File: config.mk
export PLATFORM = sky130hd
export DESIGN_NAME = control_pipe_reg
export DESIGN_NICKNAME = d
export VERILOG_FILES = /design/src/rtl/control_pipe_reg.sv
export SDC_FILE = /design/constraint.sdc
export NUM_CORES = 1
export LEC_CHECK = 0
export BUFFER_PORTS_ARGS = -buffer_cell sky130_fd_sc_hd__buf_2
export CAP_MARGIN = 20
export CORE_MARGIN = 4
export CORE_UTILIZATION = 48
export DETAILED_ROUTE_END_ITERATION = 6
export GPL_ROUTABILITY_DRIVEN = 0
export PLACE_DENSITY = 0.87
export SETUP_SLACK_MARGIN = 0.1
export SLEW_MARGIN = 20
export SYNTH_ARGS = -nofsm -noshare
export SYNTH_HDL_FRONTEND = slang
export SYNTH_SLANG_ARGS = --single-unit
File: constraint.sdc
create_clock -name clock -period 2.4 [get_ports clock]
set_input_delay 0.24 -clock clock [delete_from_list [all_inputs] [get_ports clock]]
set_output_delay 0.24 -clock clock [all_outputs]
set_load 0.02 [all_outputs]
File: src/rtl/control_pipe_reg.sv
// Decode-to-execute control pipeline register with HI/LO divide hazard tracking.
// A divide counter tracks when HI/LO become valid; stall_d holds D while a HI/LO access must wait.
module control_pipe_reg #(
  parameter int unsigned ALU_OP_W    = 4,
  parameter int unsigned SHAMT_W     = 5,
  parameter int unsigned DIV_LATENCY = 32,
  localparam int unsigned CNT_W      = $clog2(DIV_LATENCY + 1)
) (
  input  logic                clock,
  input  logic                reset_n,
  input  logic                stall_e,
  input  logic                flush_e,
  input  logic                valid_d,
  input  logic                reg_write_d,
  input  logic                mem_to_reg_d,
  input  logic                mem_write_d,
  input  logic                alu_src_d,
  input  logic                reg_dest_d,
  input  logic                syscall_d,
  input  logic                is_byte_d,
  input  logic                link_reg_d,
  input  logic [ALU_OP_W-1:0] alu_op_d,
  input  logic [SHAMT_W-1:0]  shamt_d,
  input  logic                is_mf_hi_d,
  input  logic                is_mf_lo_d,
  input  logic                has_div_d,
  output logic                valid_e,
  output logic                reg_write_e,
  output logic                mem_to_reg_e,
  output logic                mem_write_e,
  output logic                alu_src_e,
  output logic                reg_dest_e,
  output logic                syscall_e,
  output logic                is_byte_e,
  output logic                link_reg_e,
  output logic [ALU_OP_W-1:0] alu_op_e,
  output logic [SHAMT_W-1:0]  shamt_e,
  output logic                is_mf_hi_e,
  output logic                is_mf_lo_e,
  output logic                has_div_e,
  output logic                stall_d,
  output logic                div_busy,
  output logic                div_done
);

  if (DIV_LATENCY < 1) begin : gen_bad_latency
    $error("control_pipe_reg: DIV_LATENCY must be at least 1");
  end

  typedef struct packed {
    logic                reg_write;
    logic                mem_to_reg;
    logic                mem_write;
    logic                alu_src;
    logic                reg_dest;
    logic                syscall;
    logic                is_byte;
    logic                link_reg;
    logic [ALU_OP_W-1:0] alu_op;
    logic [SHAMT_W-1:0]  shamt;
    logic                is_mf_hi;
    logic                is_mf_lo;
    logic                has_div;
  } ctrl_t;

  ctrl_t            ctrl_d_bundle;
  ctrl_t            ctrl_e_d, ctrl_e_q;
  logic             valid_e_d, valid_e_q;
  logic [CNT_W-1:0] cnt_d, cnt_q;
  logic             div_done_d, div_done_q;
  logic             hilo_hazard;
  logic             capture;
  logic             issue;

  always_comb begin
    ctrl_d_bundle            = '0;
    ctrl_d_bundle.reg_write  = reg_write_d;
    ctrl_d_bundle.mem_to_reg = mem_to_reg_d;
    ctrl_d_bundle.mem_write  = mem_write_d;
    ctrl_d_bundle.alu_src    = alu_src_d;
    ctrl_d_bundle.reg_dest   = reg_dest_d;
    ctrl_d_bundle.syscall    = syscall_d;
    ctrl_d_bundle.is_byte    = is_byte_d;
    ctrl_d_bundle.link_reg   = link_reg_d;
    ctrl_d_bundle.alu_op     = alu_op_d;
    ctrl_d_bundle.shamt      = shamt_d;
    ctrl_d_bundle.is_mf_hi   = is_mf_hi_d;
    ctrl_d_bundle.is_mf_lo   = is_mf_lo_d;
    ctrl_d_bundle.has_div    = has_div_d;
  end

  assign div_busy    = (cnt_q != '0);
  assign hilo_hazard = valid_d & div_busy & (is_mf_hi_d | is_mf_lo_d | has_div_d);
  assign stall_d     = hilo_hazard | stall_e;

  // Only a D-stage instruction that actually lands in E may start the divider.
  assign capture = ~flush_e & ~stall_e & valid_d & ~hilo_hazard;
  assign issue   = capture & has_div_d;

  always_comb begin
    ctrl_e_d  = ctrl_e_q;
    valid_e_d = valid_e_q;
    if (flush_e) begin
      ctrl_e_d  = '0;
      valid_e_d = 1'b0;
    end else if (stall_e) begin
      ctrl_e_d  = ctrl_e_q;
      valid_e_d = valid_e_q;
    end else if (capture) begin
      ctrl_e_d  = ctrl_d_bundle;
      valid_e_d = 1'b1;
    end else begin
      ctrl_e_d  = '0;
      valid_e_d = 1'b0;
    end
  end

  // The divider runs on its own, so the count ignores stall_e and flush_e.
  always_comb begin
    cnt_d = cnt_q;
    if (issue) begin
      cnt_d = CNT_W'(DIV_LATENCY);
    end else if (cnt_q != '0) begin
      cnt_d = cnt_q - CNT_W'(1);
    end
    div_done_d = (cnt_q == CNT_W'(1)) & ~issue;
  end

  always_ff @(posedge clock) begin
    if (!reset_n) begin
      ctrl_e_q   <= '0;
      valid_e_q  <= 1'b0;
      cnt_q      <= '0;
      div_done_q <= 1'b0;
    end else begin
      ctrl_e_q   <= ctrl_e_d;
      valid_e_q  <= valid_e_d;
      cnt_q      <= cnt_d;
      div_done_q <= div_done_d;
    end
  end

  assign valid_e      = valid_e_q;
  assign reg_write_e  = ctrl_e_q.reg_write;
  assign mem_to_reg_e = ctrl_e_q.mem_to_reg;
  assign mem_write_e  = ctrl_e_q.mem_write;
  assign alu_src_e    = ctrl_e_q.alu_src;
  assign reg_dest_e   = ctrl_e_q.reg_dest;
  assign syscall_e    = ctrl_e_q.syscall;
  assign is_byte_e    = ctrl_e_q.is_byte;
  assign link_reg_e   = ctrl_e_q.link_reg;
  assign alu_op_e     = ctrl_e_q.alu_op;
  assign shamt_e      = ctrl_e_q.shamt;
  assign is_mf_hi_e   = ctrl_e_q.is_mf_hi;
  assign is_mf_lo_e   = ctrl_e_q.is_mf_lo;
  assign has_div_e    = ctrl_e_q.has_div;
  assign div_done     = div_done_q;

endmodule

After elaboration in Yosys (flattened, before gate mapping)
Index checks and enable logic that the tools add are counted.
{"block": "word_totals", "romBits": 0, "elab_cells": 42, "out_inout_bits": 24, "latchBits": 0, "ramBits": 0, "regBits": 28, "memories": 0}
{"block": "op_classes", "n_shift": 0, "addsub": 1, "eq_ne": 1, "div_mod_pow": 0, "mux": 4, "n_reduce_logical": 4, "mul": 0, "bitwise": 15, "magnitude_cmp": 0}
{"cell": "two-way mux 20 bit", "count": 1}
{"cell": "two-way mux 6 bit", "count": 2}
{"cell": "bitwise AND 1 bit", "count": 7}
{"cell": "== test 6 x 1 -> 1 bit, second input constant", "count": 1}
{"cell": "nonzero test 6 bit", "count": 1}
{"cell": "subtractor 6 x 1 -> 6 bit, second input constant", "count": 1}
{"cell": "inverter 1 bit", "count": 5}
{"cell": "OR reduction 2 bit", "count": 2}
{"cell": "bitwise OR 1 bit", "count": 3}
{"cell": "nonzero test 2 bit", "count": 1}
{"cell": "two-way mux 1 bit", "count": 1}

Longest topological paths before layout
Gate-level depths: netlist of the first run.
{"block": "depth", "depth_word": 8, "depth_mapped": 6}

Least setup slack after synthesis of the first run
OpenSTA, ideal clock, no wires.
{"block": "synth_path", "path_type": "reg2out", "start": "reg cnt_q[2]", "end": "out stall_d", "stages_incl_launch_ff": 4, "t_arrival_ns": 1.436, "required_ns": 2.160, "n_path_buf": 0, "path_slack_ns": 0.724, "cell_sequence": "dfxtp_1 nor4_1 nand2_1 a31o_2"}
{"block": "synth_via", "elab_chain_len": 4}
{"element": "start: declaration", "line_no": "69", "text": "logic [CNT_W-1:0] cnt_d, cnt_q;"}
{"element": "start signal: assignment", "line_no": "138", "text": "cnt_q <= cnt_d;"}
{"element": "nonzero test 6 bit", "line_no": "92", "text": "assign div_busy = (cnt_q != '0);"}
{"element": "via div_busy", "line_no": "42", "text": "output logic div_busy,"}
{"element": "bitwise AND 1 bit (2 in series)", "line_no": "93", "text": "assign hilo_hazard = valid_d & div_busy & (is_mf_hi_d | is_mf_lo_d | has_div_d);"}
{"element": "bitwise OR 1 bit", "line_no": "94", "text": "assign stall_d = hilo_hazard | stall_e;"}
{"element": "end: declaration", "line_no": "41", "text": "output logic stall_d,"}
The timed path passes the listed nets, and every way through them passes these cells.

Worst setup path after layout of the first run
{"block": "layout_path", "start": "reg cnt_q[2]", "end": "out stall_d"}
{"block": "layout_via", "elab_chain_len": 4}
{"element": "nonzero test 6 bit", "line_no": "92"}
{"element": "bitwise AND 1 bit (2 in series)", "line_no": "93"}
{"element": "bitwise OR 1 bit", "line_no": "94"}
Every way passes these cells.

==> results.md, run 1 <==
Place
• Placed Cells incl. Taps: 168
• port bufs: 48
• worst slack after detailed placement: 0.7163 ns
• detailed placer's ending HPWL: 1892 um

Setup path
• FF-to-FF setup slack: 0.72 ns
• critical path capture point: stall_d
• slowest stage cell, crit path: dfxtp_1
• reg2reg end: cnt_q[5]
• cell type group with the largest total delay on the critical path: simple AND/OR/NAND/NOR gates
• endpoint type of the worst setup path: primary output
• WP depth: 5
• cell-by-cell listing of the critical path: nor4_1 -> buf_4 -> nand2_1 -> a31o_2 -> buf_2
• Setup crit start kind: register
• critical path type: register to primary output
• peak per-stage delay on the critical path: 0.39 ns
• data required time at the worst endpoint: 2.16 ns
• crit path DAT: 1.72 ns
• depth of the worst register-to-register path: 3
• source of the worst register-to-register timing path: cnt_q[2]
• buffering stage count on the worst path with inverters included: 2
• top fanout value on the critical path: 6
• crit path launch: cnt_q[2]

Power
• Max VDD drop: 0.7958 mV
• Power Dens Cells: 940.5 nW/um2
• leak pwr: 0.6538 nW
• Pwr Total: 1.320 mW

Clock tree
• clock buffer depth: 2
• Setup Fix Bufs, Post-CTS: 0
• clock transition time at the flip-flop clock pins of the worst setup and hold paths: 0.15 ns
• clock sink total: 28
• total CTS buffers: 3
• Clk Latency, worst-skew pair: 0.32 ns
• clock tree from TritonCTS: yes
• # hold bufs at CTS: 0
• count of H-tree levels built during CTS: 1
• number of resized instances in the post-cts repair step: 0
• clock tree root driver cell: clkbuf_4

Die
• effective utilization at floorplan: 52.61%
• die width: 55.54 um
• total die area: 3085 um2
• Core ar.: 2062 um2
• Die H: 55.54 um
• standard-cell rows: 16
• # IOs: 49

Route
• First DRT Iteration DRCs: 19
• vias per std cell: 5.797
• sum of routed wire length over all layers: 2550 um
• number of vias after detailed routing: 997
• detail-routed net length per standard cell: 14.83 um
• DRT antenna net count: 0
• number of remaining DRC errors: 0
• number of search-and-repair iterations in the first detailed-routing pass: 4

Synth
• count of unique library cells instantiated by Yosys: 32
• top cells by count, synth: dfxtp_1 (28), a32o_1 (19), inv_1 (5), clkbuf_1 (4)
• leading area contributor after synthesis: dfxtp_1
• Post-Synthesis Mean Instance Area: 11.30 um2
• post-synth top area share: 51.67%
• dominant cell by count in the synthesized netlist: dfxtp_1
• netlist area before placement: 1085 um2
• sequential-to-total area share from yosys stat: 51.67%
• leading cell types by total area after synthesis: dfxtp_1 (52%), a32o_1 (18%), ha_1 (3.5%)
• Synth Instances: 96
• number of enable-type register cells in the synthesized netlist: 0
• number of warnings issued by yosys: 0
• most used flip-flop cell after synthesis: dfxtp_1
• ys async rst share: 0%
• nets in the synthesized netlist: 124
• synthesized flop and latch total: 28

Timing
• Final Max Slew Viols: 0
• highest clock frequency the design can meet: 511.3 MHz
• setup ws final: 0.4443 ns
• ratio of final minimum period to clock period: 81.49%
• headroom to the max-slew limit: 53.05%
• transition time at the pin with the least slew margin: 0.7043 ns
• Total Neg Setup Slack: 0 ns
• hold violation count in the final report: 0
• final critical-path required period: 1.956 ns
• setup repair after global routing missed its margin: no
• Worst Skew: 0.002133 ns
• Setup-failing EPs final: 0

Final layout
• share of layout cells above drive strength 1: 40.69%
• Core Util, Final: 68.08%
• area grow syn2layout: 29.41%
• number of flip-flops in the largest register: 6
• count of placed standard cells in the final layout, fillers left out: 172
• Reg with most FFs: cnt_q
• Antenna Diode Count: 0
• final layout net count: 174

Global routing
• global-route wire length before repair: 4416 um
• via count of the first global-routing pass: 983
• Overflow after GRT: 0
• number of antenna violations at the first check in global routing: 0
• maximum number of pins on one net before global-route repair: 22
• global-route total usage across every layer: 17.55%

Min path
• classification of the worst-slack hold path: primary input to register

Run status
• result of the run: completed

Job
• number of maximum-capacitance constraint violations: 0

==> layer usage <==
layer | GRT usage [%] | up-vias | routed length, um | part of all wire [%]
li1 | - | 484 | - | -
met1 | 19.77 | 479 | 1051 | 41
met2 | 30.74 | 30 | 1298 | 51
met3 | 4.895 | 4 | 162 | 6.4
met4 | 7.292 | 0 | 38 | 1.5
met5 | 0 | - | 0 | 0
==> cells by family (layout without fill, tap and decap cells) <==
family | after synthesis | after routing | synth area share (%)
flip-flops | 28 | 28 | 51.67
AND/OR/NAND/NOR | 21 | 21 | 12.92
adder cells (fa/ha/maj) | 3 | 3 | 3.461
buffers and inverters | 11 | 60 | 4.498
AO/OA/AOI/OAI | 31 | 31 | 25.84
XOR/XNOR | 2 | 2 | 1.615
==> worst register-to-register path: stages, from the launching register on <==
cell	delay [ns]
dfxtp_1	0.39
or4_4	0.59
or4_1	0.48
a31oi_1	0.16
==> power breakdown <==
part / internal (mW) / switching, mW
logic: 0.190 / 0.252
registers: 0.523 / 0.0505
clock network: 0.169 / 0.135
==> cell usage in the layout, fill, tap and decap left out, types with 2 or more instances in the layout <==
master and n:
buf_2 48, dfxtp_1 28, a32o_1 19, inv_1 5
or4_1 3, ha_1 3, clkbuf_4 3, buf_4 3
nand2_1 2, and2_1 2, nor3_1 2, xor2_1 2
and3_1 2, o21ai_0 2, o31ai_1 2
==> metrics by stage <==
stage                     cell area (um2)  hold slack (ns)
final                                1404           0.1378
after global routing                 1404           0.1195
after CTS                            1404           0.1294
after detailed placement             1351           0.4535
after global placement               1351           0.4452
after floorplan                      1085           0.3859
==> how the worst min path moves through the flow <==
| stage | start | to | depth (start not counted) |
|---|---|---|---|
| after floorplan | reset_n | cnt_q[2] | 1 |
| after global placement | mem_to_reg_e | mem_to_reg_e | 1 |
| after detailed placement | reg_dest_e | reg_dest_e | 1 |
| after CTS | reg_dest_d | reg_dest_e | 2 |
| after global routing | shamt_d[3] | shamt_e[3] | 2 |
| final | reg_dest_d | reg_dest_e | 2 |
==> cell type report <==
type | count | area (um2)
Fill cell | 175 | 658.1
Sequential cell | 28 | 560.5
Multi-Input combinational cell | 57 | 475.5
Timing Repair Buffer | 51 | 262.8
Tap cell | 27 | 33.78
Clock inverter | 1 | 30.03
Clock buffer | 3 | 22.52
Inverter | 5 | 18.77
Note: power is estimated with default switching activity, not from simulation.
==> run 2, diff against run 1 <==
--- a/config.mk
+++ b/config.mk
@@ -8,10 +8,10 @@
 export BUFFER_PORTS_ARGS = -buffer_cell sky130_fd_sc_hd__buf_2
 export CAP_MARGIN = 20
 export CORE_MARGIN = 4
-export CORE_UTILIZATION = 48
+export CORE_UTILIZATION = 45
 export DETAILED_ROUTE_END_ITERATION = 6
 export GPL_ROUTABILITY_DRIVEN = 0
-export PLACE_DENSITY = 0.87
+export PLACE_DENSITY = 0.83
 export SETUP_SLACK_MARGIN = 0.1
 export SLEW_MARGIN = 20
 export SYNTH_ARGS = -nofsm -noshare
==> constraint.sdc (replaced) <==
create_clock -name clock -period 1.95 [get_ports clock]
set_input_delay 0.195 -clock clock [delete_from_list [all_inputs] [get_ports clock]]
set_output_delay 0.195 -clock clock [all_outputs]
set_load 0.02 [all_outputs]
==> run 2 against run 1 <==
Against the previous run: register-to-register slack got worse by 0.44 ns; non-clock buffer count rose by 1; total power rose by 31%; clock skew rose by 0.0022 ns; via count rose by 1.3%; critical path depth fell by 1; die area rose by 5.7%; critical path type unchanged; critical endpoint unchanged.
==> results.md, run 2 (same netlist as run 1, synthesis figures left out) <==
Route
• First DRT Iteration DRCs: 30
• DRT antenna net count: 0
• vias per std cell: 5.805
• number of vias after detailed routing: 1010
• number of remaining DRC errors: 0
• detail-routed net length per standard cell: 14.86 um
• number of search-and-repair iterations in the first detailed-routing pass: 4
• sum of routed wire length over all layers: 2585 um

Power
• Power Dens Cells: 1197 nW/um2
• internal power: 1.148 mW
• switching power as a share of total power: 33.65%
• leak pwr: 0.6647 nW
• part of the power in combinational logic: 36.2%
• Clk pwr share: 21.6%
• Seq pwr share: 42.2%
• Max VDD drop: 0.7070 mV
• Sw Pwr: 582.2 uW

Final layout
• Final Instance Area: 1445 um2
• number of flip-flops in the largest register: 6
• Filler Cells Inserted: 195
• commonest non-fill, non-tap cell in the layout: buf_2
• area occupied by multi-input gates: 505.5 um2
• Reg with most FFs: cnt_q
• final layout net count: 175
• Antenna Diode Count: 0
• top library cells by usage in the layout, fill and taps aside: buf_2 (48), dfxtp_1 (26), a32o_1 (19)
• share of layout cells above drive strength 1: 44.52%
• area grow syn2layout: 33.22%
• area taken by flip-flops and latches: 563.0 um2

Clock tree
• clock tree root driver cell: clkbuf_4
• clock buffer depth: 2
• clock tree from TritonCTS: yes
• clock transition time at the flip-flop clock pins of the worst setup and hold paths: 0.15 ns
• clock sink total: 28
• total CTS buffers: 3
• # hold bufs at CTS: 0
• count of H-tree levels built during CTS: 1
• Clk Latency, worst-skew pair: 0.32 ns

Place
• port bufs: 48
• worst slack after detailed placement: 0.2945 ns
• detailed placer's ending HPWL: 1888 um
• dpl cell area: 1353 um2

Min path
• classification of the worst-slack hold path: primary input to register

Timing
• Setup-failing EPs final: 0
• Final Max Slew Viols: 0
• Total Neg Setup Slack: 0 ns
• hold violation count in the final report: 0
• ratio of final minimum period to clock period: 89.70%
• transition time at the pin with the least slew margin: 0.6891 ns
• headroom to the max-slew limit: 54.06%
• final critical-path required period: 1.749 ns
• highest clock frequency the design can meet: 571.7 MHz
• setup ws final: 0.2009 ns
• Worst Skew: 0.004334 ns
• setup repair after global routing missed its margin: no

Global routing
• maximum number of pins on one net before global-route repair: 22
• global-route wire length before repair: 4112 um
• Overflow after GRT: 0
• number of antenna violations at the first check in global routing: 0
• via count of the first global-routing pass: 986
• global-route total usage across every layer: 15.58%

Die
• effective utilization at floorplan: 48.11%
• Die H: 57.10 um
• # IOs: 49
• die width: 57.10 um
• total die area: 3260 um2
• Core ar.: 2255 um2
• standard-cell rows: 17

Setup path
• endpoint type of the worst setup path: primary output
• critical path type: register to primary output
• crit path DAT: 1.55 ns
• Setup crit start kind: register
• top fanout value on the critical path: 6
• data required time at the worst endpoint: 1.75 ns

Job
• number of maximum-capacitance constraint violations: 0

Run status
• result of the run: completed

-- run 2: cell types whose count changed in the layout (fill, tap and decap cells not counted) --
cell	change
nand2_1	-1
nor4_4	+1
dfxtp_1	-2
buf_4	+1
nand2_2	+1
ha_4	+1
ha_1	-1
dfxtp_2	+2
nor4_1	-1
-- run 2: through the flow --
step / instances / util (%) / total power [mW] / hold WS, ns
after detailed placement: 169 / 59.99 / 1.259 / 0.4386
final: 174 / 64.10 / 1.730 / 0.09874
after floorplan: 96 / - / 1.089 / 0.3409
after global routing: 174 / 64.10 / 1.837 / 0.07702
after global placement: 169 / 59.99 / 1.240 / 0.4325
after CTS: 173 / 62.60 / 1.644 / 0.08884
-- run 2: power by group through the flow --
stage	registers (mW)	clock network (mW)	logic, mW
after floorplan	0.736	0	0.353
after global placement	0.716	0	0.524
after detailed placement	0.721	0	0.537
after CTS	0.712	0.384	0.548
after global routing	0.745	0.409	0.684
final	0.731	0.374	0.626
-- run 2: final cells by class --
cell class	instances	area share, %
Timing Repair Buffer	52	18.70
Clock buffer	3	1.558
Inverter	5	1.299
Multi-Input combinational cell	57	34.98
Sequential cell	28	38.96
Tap cell	28	2.424
Clock inverter	1	2.078
-- run 2: routing by layer --
| layer | share of wire [%] | wire (um) | track usage [%] | vias up |
|---|---|---|---|---|
| met1 | 44 | 1145 | 19.75 | 472 |
| met3 | 6.6 | 170 | 3.620 | 6 |
| li1 | - | - | - | 484 |
| met5 | 0 | 0 | 0 | - |
| met2 | 47 | 1224 | 24.14 | 48 |
| met4 | 1.7 | 45 | 8.940 | 0 |
-- run 2: final timing paths --
check                    from          end  slack [ns]  cells past startpoint
setup / recovery     cnt_q[2]      stall_d        0.20                      4
hold / removal    alu_op_d[0]  alu_op_e[0]         0.1                      2
setup reg to reg     cnt_q[2]     cnt_q[5]        0.28                      3
hold reg to reg   alu_op_e[3]  alu_op_e[3]        0.48                      1
-- run 2: critical path, stage by stage (launching register included) --
cell     delay (ns)
dfxtp_2        0.39
nor4_4         0.32
nand2_2        0.13
a31o_2         0.24
buf_2          0.15
-- run 2: what timing repair did --
| action | in CTS | in global routing |
|---|---|---|
| endpoints found under the setup margin | 1 | 1 |
| pin swaps | 0 | 1 |
| gates resized for setup | 1 | 6 |
| gates cloned | 0 | 0 |
| setup buffers | 0 | 1 |
